File: config.mk
export PLATFORM = sky130hd
export DESIGN_NAME = adc_sample_averager
export DESIGN_NICKNAME = d
export VERILOG_FILES = /design/src/rtl/adc_pkg.sv /design/src/rtl/adc_minmax_tracker.sv /design/src/rtl/adc_sample_averager.sv
export SDC_FILE = /design/constraint.sdc
export NUM_CORES = 1
export LEC_CHECK = 0
export CORE_ASPECT_RATIO = 1.25
export CORE_MARGIN = 5
export CORE_UTILIZATION = 45
export CTS_CLUSTER_DIAMETER = 80
export CTS_CLUSTER_SIZE = 30
export DETAILED_ROUTE_END_ITERATION = 8
export PLACE_DENSITY = 0.69
export SLEW_MARGIN = 0
export SYNTH_ARGS = -nofsm -noshare
export SYNTH_HDL_FRONTEND = slang
export SYNTH_SLANG_ARGS = --single-unit
export TNS_END_PERCENT = 30
File: constraint.sdc
create_clock -name clk -period 2.65 [get_ports clk]
set_input_delay 0.53 -clock clk [delete_from_list [all_inputs] [get_ports clk]]
set_output_delay 0.53 -clock clk [all_outputs]
set_load 0.02 [all_outputs]
File: src/rtl/adc_pkg.sv
// Shared constants, state encoding and width helper for the ADC
// sample path (averager and controller bench).
package adc_pkg;

    localparam int DATA_W_DEF = 8;
    localparam int LOG2_N_DEF = 3;

    typedef enum logic {
        ACCUM = 1'b0,
        LAST  = 1'b1
    } avg_state_t;

    function automatic int acc_width(input int data_w, input int log2_n);
        return data_w + log2_n;
    endfunction

endpackage

File: src/rtl/adc_minmax_tracker.sv
// Running window min/max with clear/update controls; final values
// fold in the current sample combinationally.
module adc_minmax_tracker #(
    parameter int DATA_W = 8
) (
    input  logic              clk,
    input  logic              rst,
    input  logic              clear,
    input  logic              update,
    input  logic [DATA_W-1:0] sample,
    output logic [DATA_W-1:0] final_min,
    output logic [DATA_W-1:0] final_max
);

    logic [DATA_W-1:0] run_min;
    logic [DATA_W-1:0] run_max;

    always_comb begin
        final_min = (sample < run_min) ? sample : run_min;
        final_max = (sample > run_max) ? sample : run_max;
    end

    always_ff @(posedge clk) begin
        if (rst || clear) begin
            run_min <= '1;
            run_max <= '0;
        end else if (update) begin
            run_min <= final_min;
            run_max <= final_max;
        end
    end

endmodule

File: src/rtl/adc_sample_averager.sv
// Windowed mean/min/max of ADC samples with a valid/ready result
// port, threshold alarm and sticky overrun flag.
module adc_sample_averager
    import adc_pkg::*;
#(
    parameter int DATA_W = DATA_W_DEF,
    parameter int LOG2_N = LOG2_N_DEF
) (
    input  logic              clk,
    input  logic              rst,
    input  logic [DATA_W-1:0] sample_in,
    input  logic              sample_valid,
    input  logic [DATA_W-1:0] threshold,
    output logic [DATA_W-1:0] avg_out,
    output logic [DATA_W-1:0] min_out,
    output logic [DATA_W-1:0] max_out,
    output logic              out_valid,
    input  logic              out_ready,
    output logic              alarm,
    output logic              overrun
);

    localparam int AW = acc_width(DATA_W, LOG2_N);
    localparam logic [LOG2_N-1:0] CNT_LAST = '1;
    localparam logic [LOG2_N-1:0] CNT_PRE  = CNT_LAST - 1'b1;

    avg_state_t        state;
    avg_state_t        state_nxt;
    logic [AW-1:0]     acc;
    logic [AW-1:0]     sum;
    logic [LOG2_N-1:0] count;
    logic [DATA_W-1:0] avg;
    logic [DATA_W-1:0] fin_min;
    logic [DATA_W-1:0] fin_max;
    logic              acc_en;
    logic              load;

    always_ff @(posedge clk) begin
        if (rst) state <= ACCUM;
        else     state <= state_nxt;
    end

    always_comb begin
        state_nxt = state;
        unique case (state)
            ACCUM: if (sample_valid && count == CNT_PRE) state_nxt = LAST;
            LAST:  if (sample_valid) state_nxt = ACCUM;
            default: state_nxt = ACCUM;
        endcase
    end

    always_comb begin
        acc_en = 1'b0;
        load   = 1'b0;
        unique case (state)
            ACCUM: acc_en = sample_valid;
            LAST:  load   = sample_valid;
            default: ;
        endcase
    end

    assign sum = acc + {{LOG2_N{1'b0}}, sample_in};
    assign avg = sum[AW-1:LOG2_N];

    always_ff @(posedge clk) begin
        if (rst || load) begin
            acc   <= '0;
            count <= '0;
        end else if (acc_en) begin
            acc   <= sum;
            count <= count + 1'b1;
        end
    end

    adc_minmax_tracker #(.DATA_W(DATA_W)) u_minmax (
        .clk       (clk),
        .rst       (rst),
        .clear     (load),
        .update    (acc_en),
        .sample    (sample_in),
        .final_min (fin_min),
        .final_max (fin_max)
    );

    // A load coinciding with acceptance retires the old result cleanly.
    always_ff @(posedge clk) begin
        if (rst) begin
            avg_out   <= '0;
            min_out   <= '0;
            max_out   <= '0;
            out_valid <= 1'b0;
            alarm     <= 1'b0;
            overrun   <= 1'b0;
        end else if (load) begin
            avg_out   <= avg;
            min_out   <= fin_min;
            max_out   <= fin_max;
            out_valid <= 1'b1;
            alarm     <= (avg > threshold);
            if (out_valid && !out_ready) overrun <= 1'b1;
        end else if (out_valid && out_ready) begin
            out_valid <= 1'b0;
        end
    end

endmodule

==> results of run 1 <==
==> routing by layer <==
| metal | GRT usage (%) | vias to the layer above | part of all wire (%) |
|---|---|---|---|
| li1 | - | 1590 | - |
| met1 | 23.5 | 1514 | 40 |
| met3 | 5.23 | 10 | 4.8 |
| met4 | 8.77 | 0 | 2.3 |
| met2 | 37.3 | 83 | 53 |
| met5 | 0 | - | 0 |
==> what timing repair did <==
item                                    CTS  global route
gates resized for setup                  16            17
endpoints found under the setup margin    1             1
pin swaps                                17            14
hold buffers                              0             0
buffers inserted                          3             1
==> cell usage after synthesis, drive strengths merged, types with 4 or more instances <==
master	count	area, sq um
a221oi	7	67.6
nor2	47	184
inv	31	116
xor2	4	35.0
nand3b	4	30.0
nand4	4	40.0
nor3	10	50.1
a211oi	18	188
o211ai	4	35.0
a21oi	27	158
ha	33	413
xnor2	6	52.6
clkbuf	12	45.0
a21o	6	45.0
nand3	6	30.0
a22oi	4	30.0
buf	8	63.8
nand2b	4	25.0
mux2	7	78.8
o21ai	35	175
dfxtp	58	1160
nand2	19	71.3
nor4	9	56.3
==> area by class of cell <==
class	instances	area (sq um)
fillers	619	2700
multi-input cells	281	2150
flip-flops and latches	58	1160
repair buffers	105	906
clock buffers	12	155
inverters	31	116
well taps	92	115
clock inverters	4	50.0
==> worst max-delay path, cell delays in order <==
cell and delay [ns]:
dlygate4sd2_1 0.27, ha_4 0.18, fa_2 0.37, a21oi_4 0.17
o21ai_1 0.08, a21oi_1 0.18, xnor2_1 0.21, ha_1 0.32
a21o_1 0.16, a21oi_1 0.13, o211ai_1 0.10, nand3_1 0.07
a21oi_1 0.06
==> sequential cells by signal, summed over array words and instances (netlist names) <==
| register | cells |
|---|---|
| acc | 11 |
| avg_out | 8 |
| max_out | 8 |
| min_out | 8 |
| u_minmax.run_max | 8 |
| u_minmax.run_min | 8 |
| count | 3 |
| alarm | 1 |
| out_valid | 1 |
| overrun | 1 |
| state | 1 |
==> power by group <==
group | internal [mW] | switching, mW
Combinational | 0.345 | 0.346
Clock | 0.484 | 0.376
Sequential | 0.915 | 0.0393
Total | 1.74 | 0.761
==> stage by stage <==
stage               power [mW]  cells  TNS [ns]  instance area, sq um
floorplan                 1.35    390         0                  3390
global placement          1.58    563     -1.43                  4270
detailed placement        1.60    563     -1.88                  4270
CTS                       2.49    582         0                  4580
global route              2.64    583   -0.0485                  4660
finish                    2.51    583         0                  4660
==> layout by cell type, fill, tap and decap left out, types with 6 or more instances in the layout <==
cell / count
a211oi_2: 9
a221oi_1: 6
buf_4: 58
nor2_1: 45
nor4_1: 8
dfxtp_1: 57
a21o_1: 6
nor3_1: 10
a21oi_1: 21
clkbuf_8: 11
clkdlybuf4s50_1: 38
a211oi_1: 8
o21ai_0: 33
nand2_1: 19
ha_4: 7
ha_1: 25
mux2_2: 7
inv_1: 31
==> final timing paths <==
kind	startpoint	end	depth (start not counted)
setup / recovery	sample_in[0]	alarm	13
hold / removal	avg_out[2]	avg_out[2]	2
setup reg to reg	acc[0]	alarm	12
hold reg to reg	avg_out[2]	avg_out[2]	2
==> logic make-up (layout without fill, tap and decap cells) <==
group	Yosys count	in the layout	synth area share, %
xor+xnor	10	10	2.58
flops	58	58	34.3
simple gates	115	115	16.7
compound gates	115	115	24.7
fa+ha+maj	34	34	12.8
buf+inv	51	152	6.65
mux	7	7	2.33
==> results by group, run 1 <==
Floorplan
  • Core footprint: about 7400 sq um
  • Die ar.: 9380 sq um
  • Row count: 35
  • Die Span X: 87.6 um
  • Initial Utilization: 46.1%
  • Die height: 107 um
  • I/O pin total: 47

Routing
  • Routed Antenna Nets: 0
  • Routed WL: approximately 9.4 mm
  • Vias post-DR: 3197
  • DRC: 0
  • DR iter-0 viols: 135
  • Vias per cell: 5.48
  • DR WL/cell: 16.1 um
  • First-pass DRT Iterations: 4

Critical path
  • Worst-path fanout max: 3
  • CP startpoint kind: primary input
  • Crit path capture type: flip-flop
  • WP data required: 2.89 ns
  • Flop2flop setup slack: roughly 0.15 ns
  • Worst EP arrival: around 2.8 ns
  • Setup CP Type: in -> reg

Synthesis
  • Post-synthesis sequential area ratio: 34.3%
  • Mapped Avg Cell Area: 8.69 sq um
  • Asr flop ratio synth: 0%
  • Synth Flop Type: dfxtp_1
  • Synthesized cell area: around 3400 sq um
  • Library cells used by synthesis: 53
  • Yosys reg bits: 58
  • Mapped Nets: 444
  • Syn. warnings: 0
  • Number of synthesized flops with an enable pin: 0
  • Post-Synthesis Cells: 390

Clock network
  • Htree depth: 3
  • CTS tree: built
  • CTS clock-pin slew for the worst setup and hold paths: 0.07 ns
  • Clock Sinks: 58
  • CTS buffer count: 9
  • Worst-Skew Late Latency: 0.35 ns
  • Clk buf depth: 2
  • Root Driver: clkbuf_8

Timing
  • WHS: 0.458 ns
  • Worst slew margin: 58.7%
  • Period utilization: about 100%
  • Final Hold Fails: 0
  • Final worst path period need: ~2.6 ns
  • Count of final setup violators: 0
  • Worst Tran Pin Value: 0.619 ns
  • Final Max Tran Viols: 0
  • Setup ws final: 0.0426 ns
  • Skew final: slightly below 0.008 ns
  • Max Clk Rate: about 380 MHz

Finish
  • Final Util: 63.3%
  • Nets@finish: 540
  • Share of cells above drive strength 1: between 20% and 30%
  • Syn-to-layout area delta: 37.4%
  • Diodes inserted: 0

Placed design
  • Buffers on Ports: 46
  • Pre-CTS setup slack: -0.645 ns
  • Detailed placement HPWL: 7.08 mm
  • GPL Wtd Cong: about 0.86

Pwr
  • Max VDD drop: 387 uV
  • Power per cell area: around 540 nW/um^2
  • Pleak: approximately 2.0 nW

Global route
  • Congestion Overflow GR: 0
  • Pin count of the biggest net entering global routing: 22
  • Total track usage: 21.1%
  • Vias in the first global route: 3150
  • Antenna violations before repair: 0
  • First-pass GRT wire length: 15.2 mm

Flow run
  • MaxCap Viol Count: 0

Run status
  • Status: completed

Worst hold path
  • Worst hold path class: reg -> reg
(Power assumes the default switching activity.)
==> run 2, diff against run 1 <==
Settings changed: GPL_ROUTABILITY_DRIVEN from default to 0, PLACE_DENSITY 0.69 to 0.8.
==> run 2 against run 1 <==
Effect of this change: clock power decreased by 3.4%; largest power group unchanged; hold slack better by 0.0038 ns; largest cell class unchanged; core utilization shrank 0.51 points.
==> results by group, run 2 (synthesized netlist as in run 1, its figures left out) <==
Floorplan
  • I/O pin total: 47 (unchanged)
  • Die Span X: 87.6 um (unchanged)
  • Core footprint: 7360 sq um (unchanged)
  • Initial Utilization: 46.1% (unchanged)
  • Die height: 107 um (unchanged)
  • Die ar.: 9380 sq um (unchanged)
  • Row count: 35 (unchanged)

Clock network
  • Clock Sinks: 58 (unchanged)
  • Worst-Skew Late Latency: 0.35 ns (about the same)
  • Post-CTS Hold Buffers: 0 (unchanged)
  • CTS tree: built
  • Clk buf depth: 2 (unchanged)
  • CTS buffer count: 9 (unchanged)
  • Root Driver: clkbuf_8
  • Htree depth: 3 (unchanged)
  • CTS clock-pin slew for the worst setup and hold paths: 0.06 ns (about the same)

Finish
  • Share of cells above drive strength 1: 24.7% (+0.097 points)
  • Max reg flops: 11 (unchanged)
  • Diodes inserted: 0 (unchanged)
  • Most flop-heavy register: acc
  • Final Util: 62.8% (-0.51 points)
  • Commonest cells after routing, fill and taps aside: 57 x dfxtp_1, 48 x buf_4, 45 x nor2_1
  • Commonest non-fill, non-tap cell in the layout: dfxtp_1
  • Nets@finish: 532 (-1.5%)
  • Syn-to-layout area delta: 36.3%

Routing
  • First-pass DRT Iterations: 5 (+1)
  • Routed Antenna Nets: 0 (unchanged)
  • Vias post-DR: 3380 (+5.7%)
  • DR iter-0 viols: 202 (+50%)
  • Routed WL: 9.89 mm (+5.6%)
  • DR WL/cell: 17.3 um (+7.4%)
  • Vias per cell: 5.90 (+7.6%)
  • DRC: 0 (unchanged)

Timing
  • Worst slew margin: 65.1% (+6.4 points)
  • Final worst path period need: 2.58 ns (-0.0257 ns)
  • Final Hold Fails: 0 (unchanged)
  • Final Max Tran Viols: 0 (unchanged)
  • Count of final setup violators: 0 (unchanged)
  • Max Clk Rate: 387 MHz (+0.99%)
  • Post-Route Setup TNS: 0 ns (unchanged)
  • Skew final: 0.00680 ns (-0.00100 ns)
  • Worst Tran Pin Value: 0.521 ns (-0.0977 ns)
  • Period utilization: 97.4% (-0.97 points)

Critical path
  • FF-to-FF Start: acc[2]
  • Worst EP arrival: 2.87 ns (+0.03 ns)
  • Worst-path fanout max: 5 (+2)
  • WP data required: 2.93 ns (+0.04 ns)
  • Crit path capture type: flip-flop
  • CP startpoint kind: primary input
  • Worst path cell trace: clkdlybuf4s15_1, buf_6, fa_2, a21oi_4, o2111ai_2, nand4_1, xnor2_2, ha_1, nand3_2, nor2_1, a31oi_1, nand3_1, a21oi_2
  • Critical path's largest stage delay: 0.41 ns (+0.04 ns)
  • Reg2reg path depth: 11 (-1)
  • Worst reg2reg path endpoint: alarm
  • Slowest CP cell: fa_2
  • Setup CP Type: in -> reg
  • Flop2flop setup slack: 0.15 ns (about the same)

Placed design
  • Buffers on Ports: 46 (unchanged)
  • Detailed placement HPWL: 6.71 mm (-5.2%)

Pwr
  • Power per cell area: 543 nW/um^2 (+0.90%)
  • Max VDD drop: 338 uV (-13%)
  • Pleak: 1.97 nW (-1.3%)

Global route
  • Congestion Overflow GR: 0 (unchanged)
  • Antenna violations before repair: 0 (unchanged)
  • Pin count of the biggest net entering global routing: 39 (+77%)
  • First-pass GRT wire length: 15.7 mm (+3.6%)
  • Vias in the first global route: 3358 (+6.6%)
  • Total track usage: 21.4% (+0.33 points)

Run status
  • Status: completed

Worst hold path
  • Hold path endpoint: avg_out[2]
  • Cells on Worst Hold Path: 2 (unchanged)
  • Hold_sp: avg_out[2]
  • Worst hold path class: reg -> reg

Flow run
  • MaxCap Viol Count: 0 (unchanged)
## run 2: layer usage
metal / track usage, % / vias to the layer above / wire length [um]
li1: - / 1574 / -
met5: 0 / - / 0
met4: 12.7 / 0 / 423
met1: 23.4 / 1643 / 3740
met2: 37.4 / 128 / 5160
met3: 4.15 / 35 / 566
## run 2: critical path: cells and delay by family
kind,cells,cell delay [ns]
AO/OA/AOI/OAI,4,0.61
XOR/XNOR,1,0.09
adder cells (fa/ha/maj),2,0.76
buffers and inverters,2,0.41
AND/OR/NAND/NOR,4,0.46
## run 2: cell type report
class / instances / area (sq um)
clock buffers: 11 / 151
repair buffers: 97 / 857
fillers: 578 / 2740
clock inverters: 3 / 40.0
multi-input cells: 281 / 2180
inverters: 31 / 116
well taps: 92 / 115
flip-flops and latches: 58 / 1160
## run 2: worst max-delay path by stage
stage,start,depth (start not counted),slack [ns],to
2_1_floorplan,sample_in[4],11,0.008,alarm
3_3_place_gp,sample_in[1],12,-0.56,alarm
3_5_place_dp,sample_in[1],12,-0.64,alarm
4_1_cts,sample_in[0],13,0.006,alarm
5_1_grt,sample_in[1],13,-0.06,alarm
6_report,sample_in[1],13,0.07,alarm
## run 2: where the power goes
group          switching [mW]  internal [mW]  leakage (nW)  total (mW)
Sequential             0.0395          0.915         0.473       0.954
Clock                   0.360          0.472         0.101       0.831
Combinational           0.377          0.345          1.39       0.722
## run 2: through the flow
stage	setup slack, ns	hold WS (ns)	cell area, sq um	instances	power, mW
after floorplan	0.00790	0.436	3390	390	1.35
final	0.0683	0.462	4620	573	2.51
after detailed placement	-0.644	0.449	4220	553	1.59
after global placement	-0.558	0.443	4220	553	1.56
after global routing	-0.0579	0.490	4620	573	2.62
after CTS	0.00585	0.467	4510	570	2.45
## run 2: repair_timing
action | 4_1_cts | 5_1_grt
setup endpoints to repair | 1 | 1
pin swaps | 16 | 22
resized for setup | 21 | 23
buffers inserted | 3 | 3
